$ cat src/rtl/fb_page_arbiter.sv
`default_nettype none
// ============================================================================
// Module   : fb_page_arbiter
// Brief    : Single-port pixel RAM arbiter. Scanner reads take priority over
//            buffered host writes; front/back pages swap on a frame end.
// Revision : 1.0  initial release
// ============================================================================
module fb_page_arbiter #(
  parameter  int WR_FIFO_DEPTH = 4,
  parameter  int ADDR_W        = 11,
  parameter  int PIX_W         = 24,
  localparam int LVL_W         = $clog2(WR_FIFO_DEPTH + 1)
) (
  input  logic                 i_clk,
  input  logic                 i_reset,
  input  logic                 i_disp_req,
  input  logic [ADDR_W-1:0]    i_disp_addr,
  output logic [PIX_W-1:0]     o_disp_data0,
  output logic [PIX_W-1:0]     o_disp_data1,
  input  logic                 i_frame_end,
  input  logic                 i_wr_valid,
  output logic                 o_wr_ready,
  input  logic [5:0]           i_wr_x,
  input  logic [5:0]           i_wr_y,
  input  logic [PIX_W-1:0]     i_wr_rgb,
  input  logic                 i_swap_req,
  output logic                 o_swap_done,
  output logic                 o_front_page,
  output logic [LVL_W-1:0]     o_fifo_level,
  output logic                 o_ram_en,
  output logic                 o_ram_we,
  output logic [1:0]           o_ram_be,
  output logic [ADDR_W:0]      o_ram_addr,
  output logic [2*PIX_W-1:0]   o_ram_wdata,
  input  logic [2*PIX_W-1:0]   i_ram_rdata
);

  localparam int PTR_W   = $clog2(WR_FIFO_DEPTH);
  localparam int ENTRY_W = 12 + PIX_W;

  localparam logic [0:0] c_IDLE    = 1'b0;
  localparam logic [0:0] c_PENDING = 1'b1;

  logic [ENTRY_W-1:0] r_fifo_mem [WR_FIFO_DEPTH];
  logic [PTR_W-1:0]   r_wr_ptr;
  logic [PTR_W-1:0]   r_rd_ptr;
  logic [LVL_W-1:0]   r_level;
  logic [LVL_W-1:0]   w_level_next;
  logic [0:0]         r_state;
  logic [0:0]         w_state_next;
  logic               r_front_page;
  logic               r_swap_done;
  logic               r_wr_ready;
  logic               w_push;
  logic               w_disp_grant;
  logic               w_wr_grant;
  logic               w_do_swap;
  logic [5:0]         w_head_x;
  logic [5:0]         w_head_y;
  logic [PIX_W-1:0]   w_head_rgb;
  logic [ADDR_W-1:0]  w_wr_word;

  // Reset also masks the RAM port so a held scanner request cannot leak out.
  assign w_disp_grant = i_disp_req & ~i_reset;
  assign w_wr_grant   = ~i_disp_req & (r_level != '0) & ~i_reset;
  assign w_push       = i_wr_valid & r_wr_ready;

  assign {w_head_y, w_head_x, w_head_rgb} = r_fifo_mem[r_rd_ptr];
  assign w_wr_word = ADDR_W'({w_head_y[4:0], w_head_x});

  always_comb begin
    w_level_next = r_level;
    case ({w_push, w_wr_grant})
      2'b10:   w_level_next = r_level + LVL_W'(1);
      2'b01:   w_level_next = r_level - LVL_W'(1);
      default: w_level_next = r_level;
    endcase
  end

  // A swap request seen together with a frame end still waits for the next one.
  always_comb begin
    w_state_next = r_state;
    w_do_swap    = 1'b0;
    case (r_state)
      c_IDLE: begin
        if (i_swap_req) w_state_next = c_PENDING;
      end
      c_PENDING: begin
        if (i_frame_end && (r_level == '0) && !w_wr_grant) begin
          w_do_swap    = 1'b1;
          w_state_next = c_IDLE;
        end
      end
      default: w_state_next = c_IDLE;
    endcase
  end

  always_ff @(posedge i_clk or posedge i_reset) begin
    if (i_reset) begin
      r_wr_ptr     <= '0;
      r_rd_ptr     <= '0;
      r_level      <= '0;
      r_state      <= c_IDLE;
      r_front_page <= 1'b0;
      r_swap_done  <= 1'b0;
      r_wr_ready   <= 1'b0;
    end else begin
      if (w_push)     r_wr_ptr <= r_wr_ptr + PTR_W'(1);
      if (w_wr_grant) r_rd_ptr <= r_rd_ptr + PTR_W'(1);
      r_level     <= w_level_next;
      r_state     <= w_state_next;
      r_swap_done <= w_do_swap;
      if (w_do_swap) r_front_page <= ~r_front_page;
      r_wr_ready  <= (w_level_next < LVL_W'(WR_FIFO_DEPTH)) && (w_state_next == c_IDLE);
    end
  end

  always_ff @(posedge i_clk) begin
    if (w_push) r_fifo_mem[r_wr_ptr] <= {i_wr_y, i_wr_x, i_wr_rgb};
  end

  always_comb begin
    o_ram_en    = 1'b0;
    o_ram_we    = 1'b0;
    o_ram_be    = 2'b00;
    o_ram_addr  = '0;
    o_ram_wdata = '0;
    if (w_disp_grant) begin
      o_ram_en   = 1'b1;
      o_ram_addr = {r_front_page, i_disp_addr};
    end else if (w_wr_grant) begin
      o_ram_en    = 1'b1;
      o_ram_we    = 1'b1;
      o_ram_be    = w_head_y[5] ? 2'b10 : 2'b01;
      o_ram_addr  = {~r_front_page, w_wr_word};
      o_ram_wdata = {w_head_rgb, w_head_rgb};
    end
  end

  assign o_disp_data0 = i_reset ? '0 : i_ram_rdata[PIX_W-1:0];
  assign o_disp_data1 = i_reset ? '0 : i_ram_rdata[2*PIX_W-1:PIX_W];
  assign o_wr_ready   = r_wr_ready;
  assign o_swap_done  = r_swap_done;
  assign o_front_page = r_front_page;
  assign o_fifo_level = r_level;

endmodule
`default_nettype wire

$ cat config.mk
export PLATFORM = sky130hd
export DESIGN_NAME = fb_page_arbiter
export DESIGN_NICKNAME = d
export VERILOG_FILES = /design/src/rtl/fb_page_arbiter.sv
export SDC_FILE = /design/constraint.sdc
export NUM_CORES = 1
export LEC_CHECK = 0
export BUFFER_PORTS_ARGS = -buffer_cell sky130_fd_sc_hd__buf_2
export CELL_PAD_IN_SITES_DETAIL_PLACEMENT = 1
export CELL_PAD_IN_SITES_GLOBAL_PLACEMENT = 1
export CORE_ASPECT_RATIO = 1.75
export CORE_MARGIN = 2
export CORE_UTILIZATION = 41
export DETAILED_ROUTE_END_ITERATION = 8
export GPL_TIMING_DRIVEN = 0
export PLACE_DENSITY_LB_ADDON = 0.1
export SLEW_MARGIN = 40
export SYNTH_ARGS = -nofsm -noshare
export SYNTH_HDL_FRONTEND = slang
export SYNTH_SLANG_ARGS = --single-unit
export TNS_END_PERCENT = 100
$ cat constraint.sdc
create_clock -name i_clk -period 2.9 [get_ports i_clk]
set_input_delay 0.145 -clock i_clk [delete_from_list [all_inputs] [get_ports i_clk]]
set_output_delay 0.145 -clock i_clk [all_outputs]
set_load 0.05 [all_outputs]
# == After elaboration in Yosys (flattened, before gate mapping) ==
# Memory sizes are Yosys's and may differ from the RTL's.
# Index checks and enable logic that the tools add are counted.
# totals
register_bits,11
mem_bits_rw,144
inputBits,101
out_inout_bits,118
wordCells,50
n_memories,1
# op_classes
addsub,4
order_cmp,1
eq_ne,2
mux,20
bitwise,9
reduce_logical,6
# memory_table
memory,depth,word_bits,rd,rd_clocked_by_memory_dff,wr,line_no,text
r_fifo_mem,4,36,1,0,1,44,logic [ENTRY_W-1:0] r_fifo_mem [WR_FIFO_DEPTH];
# ops
cell,count
$mux W48,2
$mux W24,2
$mux W12,2
$mux W1,9
$mux W2,3
$pmux W3 S2,1
$not A1 Y1,5
$add A2 B1 Y2 const B,2
$and A1 B1 Y1,4
$add A3 B1 Y3 const B,1
$logic_and A1 B1 Y1,3
$logic_not A3 Y1,1
$lt A3 B3 Y1 const B,1
$reduce_bool A3 Y1,1
$sub A3 B1 Y3 const B,1
$eq A2 B1 Y1 const B,1
$eq A2 B2 Y1 const B,1
$pmux W1 S2,1
$logic_not A1 Y1,1

# == Depth between registers and ports, before layout ==
# logic_depth
word_depth,9
ltp_mapped,10
ltp_nobuf,8

# == Least setup slack after synthesis ==
# No wires, ideal clock.
# synth_path
kind,register to register
startpoint,"reg r_level[0], in the netlist o_fifo_level[0]"
endpoint,"reg r_level[2], in the netlist o_fifo_level[2]"
setup_time_ns,0.127
arrival_ns,2.621
required_ns,2.773
path_slack_ns,0.152
stages_incl_launch_ff,11
path_buffers,2
period_less_slack_ns,2.748
path_cell_list,dfrtp_1 -> or2_1 -> o21ai_2 -> inv_2 -> buf_6 -> buf_6 -> ha_1 -> fa_1 -> xnor2_1 -> o21a_1 -> or2_2
# synth_between
elab_chain_len,5
word_cells_on_any_way,8
classes_between,add/sub: 2; eq/ne: 2; mux: 1; bitwise: 2; reduce/logical: 1
# synth_rtl
item,line_no,text
from (decl),47,logic [LVL_W-1:0] r_level;
from (signal assigned),110,r_level <= w_level_next;
$reduce_bool A3 Y1,65,assign w_wr_grant = ~i_disp_req & (r_level != '0) & ~i_reset;
$and A1 B1 Y1 (2 in series),65,
$eq A2 B1 Y1 / $eq A2 B2 Y1 (equally long branches),73,"case ({w_push, w_wr_grant})"
$pmux W3 S2 (*),73,
via w_level_next[2],48,logic [LVL_W-1:0] w_level_next;
# The timed path passes the listed nets; every way through them passes the cells marked *.
# A chain may end at the register's enable or synchronous reset.

# == Worst setup path in the final report ==
# Same ends and word-level chain as after synthesis.

==> metrics.md <==
| Metric | Value |
|---|---|
| Status | completed |
| Lkg Pwr | 3.66 nW |
| P_sw | 2.67 mW |
| Routed WL | 15.6 mm |
| Area after DPL | 8010 sq um |
| Maximum vdd drop | 489 uV |
| Core Util, Final | 56.7% |
| Fillers | 1581 |
| Synth top cells by count | edfxtp_1 (144), nor2b_1 (49), mux4_2 (36) |
| Final net count | 743 |
| Post-Layout Cell Count | 838 |
| Share of cells above drive strength 1 | 51.0% |
| Int Power | 4.98 mW |
| First-pass GRT wire length | 23.6 mm |
| Type of the setup path with the least slack | flip-flop to flip-flop |
| #FFs+latches synth | 155 |
| Diode count | 0 |
| Setup Viol. Count Final | 0 |
| Tot GR Track Use | 18.7% |
| DRT iter0 DRCs | 126 |
| CP top delay family | adder cells |
| Worst Path Buf+Inv | 3 |
| Number of global-route vias before repair | 4378 |
| Netlist cell types | 30 |
| Synth Cell Area | 6580 sq um |
| Avg Vias per Cell | 4.91 |
| GR Overflow Total | 0 |
| Setup crit end kind | flip-flop |
| Setup TNS | 0 ps |
| Count leader, synth | edfxtp_1 |
| Reg power frac | 35.9% |
| Worst-Margin Slew | 681 ps |
| Tightest Hold Check Type | primary input to flip-flop |
| Routability Congestion | 0.722 |
| Router iterations before antenna repair | 4 |
| Most common cell on crit path | buf_6 |
| Leading area contributor after synthesis | edfxtp_1 |
| Post-route DRC | 0 |
| Hold_ws | 24.3 ps |
| Die Width | 99.8 microns |
| Slew HR | 54.6% |
| RSZ-0062 raised after global routing | no |
| Postcts setup bufs | 0 |
| Skew final | 7.04 ps |
| FP Rows | 61 |
| Post-Synthesis Cells | 358 |
| Max Slew Vio Count | 0 |
| Yosys warning count | 0 |
| Switch share | 34.9% |
| Crit-path slowest cell | dfrtp_1 |
| Number of port buffers | 218 |
| Clk Latency, worst-skew pair | 410 ps |
| Clock share of power | 27.8% |
| Pwr dens | 854 nW/um^2 |
| Drt wl/cell | 18.7 microns |
| Core footprint | 15800 sq um |
| Required @ worst endpoint | 3190 ps |
| Routed via count | 4111 |
| Ranking of synthesized cells by area | edfxtp_1 (66%), mux4_2 (12%), nor2b_1 (4.7%), dfrtp_1 (4.2%), buf_4 (2.9%) |
| Final instance area | 8960 sq um |
| Number of I/O pins | 219 |
| Fmax | 370 MHz |
| Post-DP HPWL | 11.4 mm |
| Syn Area/Cell | 18.4 sq um |
| Post-synth EDFFs | 144 |
| Period minus WS final | 2700 ps |
| Initial Util | 41.7% |
| Placed cells | 769 |
| Die ar. | 17100 sq um |
| Sink Count | 155 |
| Reg clk slew, reported paths | 60 ps |
| Total nets after synthesis | 465 |
| H-tree Lvls | 4 |
| Worst Setup Start Kind | flip-flop |
| Layout area overhead | 36.2% |
| CP peak stage delay | 430 ps |
| Largest net degree at the start of global routing | 23 |
| Clock buffer depth | 2 |
| MaxCap Viol Count | 0 |
| Vert. Die Dim | 172 microns |
| Gate power share | 36.4% |
| CTS Root Cell | clkbuf_16 |
| Critical path, cell by cell | or2_1, o21ai_4, inv_2, buf_6, buf_6, ha_1, fa_1, xnor2_1, o21a_1, or2_2 |
| Hold Violations, Final | 0 |
| TritonCTS clock tree | done |
| Crit path max fanout | 10 |
| Yosys top cell area share | 65.7% |
| Routed Antenna Nets | 0 |
| Fin crit share | 93.2% |
| CTS buffer count | 17 |
| CP arrival | 3000 ps |
| Dominant synthesized flop cell | edfxtp_1 |
| Asr flop ratio synth | 7.10% |
| Post-synthesis sequential area ratio | 69.9% |
| Initial antenna violation count | 0 |
[sequential cells by signal, indices dropped and copies added, names as in the netlist]
name and count:
o_wr_ready 1, o_swap_done 1, r_state 1, o_fifo_level 3
r_rd_ptr 2, o_front_page 1, r_fifo_mem 144, r_wr_ptr 2
[power by group through the flow]
stage / Clock (mW) / Combinational [mW] / Sequential, mW
6_report: 2.13 / 2.78 / 2.74
5_1_grt: 2.25 / 2.97 / 2.77
4_1_cts: 2.18 / 2.84 / 2.75
3_5_place_dp: 0 / 2.79 / 2.79
3_3_place_gp: 0 / 2.72 / 2.78
2_1_floorplan: 0 / 2.00 / 2.90
[stage by stage]
| stage | power, mW | worst slack (ps) |
|---|---|---|
| 2_1_floorplan | 4.90 | 152 |
| 3_3_place_gp | 5.51 | 154 |
| 3_5_place_dp | 5.58 | 105 |
| 4_1_cts | 7.76 | 91.8 |
| 5_1_grt | 7.99 | 32.9 |
| 6_report | 7.65 | 198 |
[worst register-to-register path, cell delays in order, from the launching register on]
cell	delay, ps
dfrtp_1	430
or2_1	310
o21ai_4	240
inv_2	70
buf_6	150
buf_6	150
ha_1	220
fa_1	390
xnor2_1	160
o21a_1	180
or2_2	280
[logic make-up (layout without fill, tap and decap cells)]
logic type	Yosys count	after routing	share of synthesized area, %
mux	38	38	12.7
compound gates	15	15	1.94
simple gates	91	91	8.40
flops	155	155	69.9
buf+inv	47	338	5.07
fa+ha+maj	6	6	1.25
xor+xnor	6	6	0.798
[per-layer routing]
layer	share of wire [%]	wire length, microns	track usage (%)
met1	35	5520	19.5
met4	1.0	156	4.94
met3	6.3	979	4.71
met2	57	8990	36.6
met5	0	0	0
[cell usage in the layout (no fill, tap or decap), types with 2 or more instances in the layout]
cell | synthesis | final
mux2_2 | 2 | 2
or2_1 | 2 | 2
inv_6 | 0 | 3
buf_6 | 4 | 4
xnor2_1 | 5 | 5
and3_4 | 0 | 4
nor3_1 | 4 | 4
buf_12 | 1 | 5
buf_2 | 5 | 223
edfxtp_1 | 144 | 144
clkinv_4 | 0 | 3
and2_1 | 25 | 25
bufinv_16 | 0 | 2
clkinv_1 | 0 | 2
nand2_1 | 3 | 3
buf_4 | 25 | 25
mux4_2 | 36 | 36
dfrtp_1 | 11 | 11
inv_1 | 4 | 4
nor2b_1 | 49 | 49
clkbuf_1 | 6 | 8
a22o_1 | 11 | 11
clkbuf_16 | 0 | 17
dlygate4sd3_1 | 0 | 37
ha_1 | 5 | 5
clkinvlp_4 | 0 | 3
nor2_1 | 2 | 2
[repair_timing]
action	4_1_cts	5_1_grt
resized for setup	0	1
hold buffers	37	0
hold endpoints to repair	145	0
endpoints found under the setup margin	0	1
[cell type report]
type | instances | area, sq um | share of cell area (%)
Tap cell | 189 | 236 | 2.64
Inverter | 5 | 18.8 | 0.209
Clock buffer | 19 | 433 | 4.83
Timing Repair Buffer | 259 | 1540 | 17.2
Clock inverter | 13 | 143 | 1.59
Buffer | 42 | 315 | 3.52
Multi-Input combinational cell | 156 | 1680 | 18.7
Sequential cell | 155 | 4600 | 51.3
[final timing paths]
check / from / cells past startpoint / end / slack [ps]
hold reg to reg: o_front_page / 1 / o_front_page / 530
hold / removal: i_swap_req / 2 / r_state / 20
setup reg to reg: o_fifo_level[0] / 10 / o_fifo_level[2] / 200
min in group asynchronous: i_reset / 3 / r_state / 60
max in group asynchronous: i_reset / 3 / r_rd_ptr[0] / 2550
setup / recovery: o_fifo_level[0] / 10 / o_fifo_level[2] / 200
(Power assumes the default switching activity.)
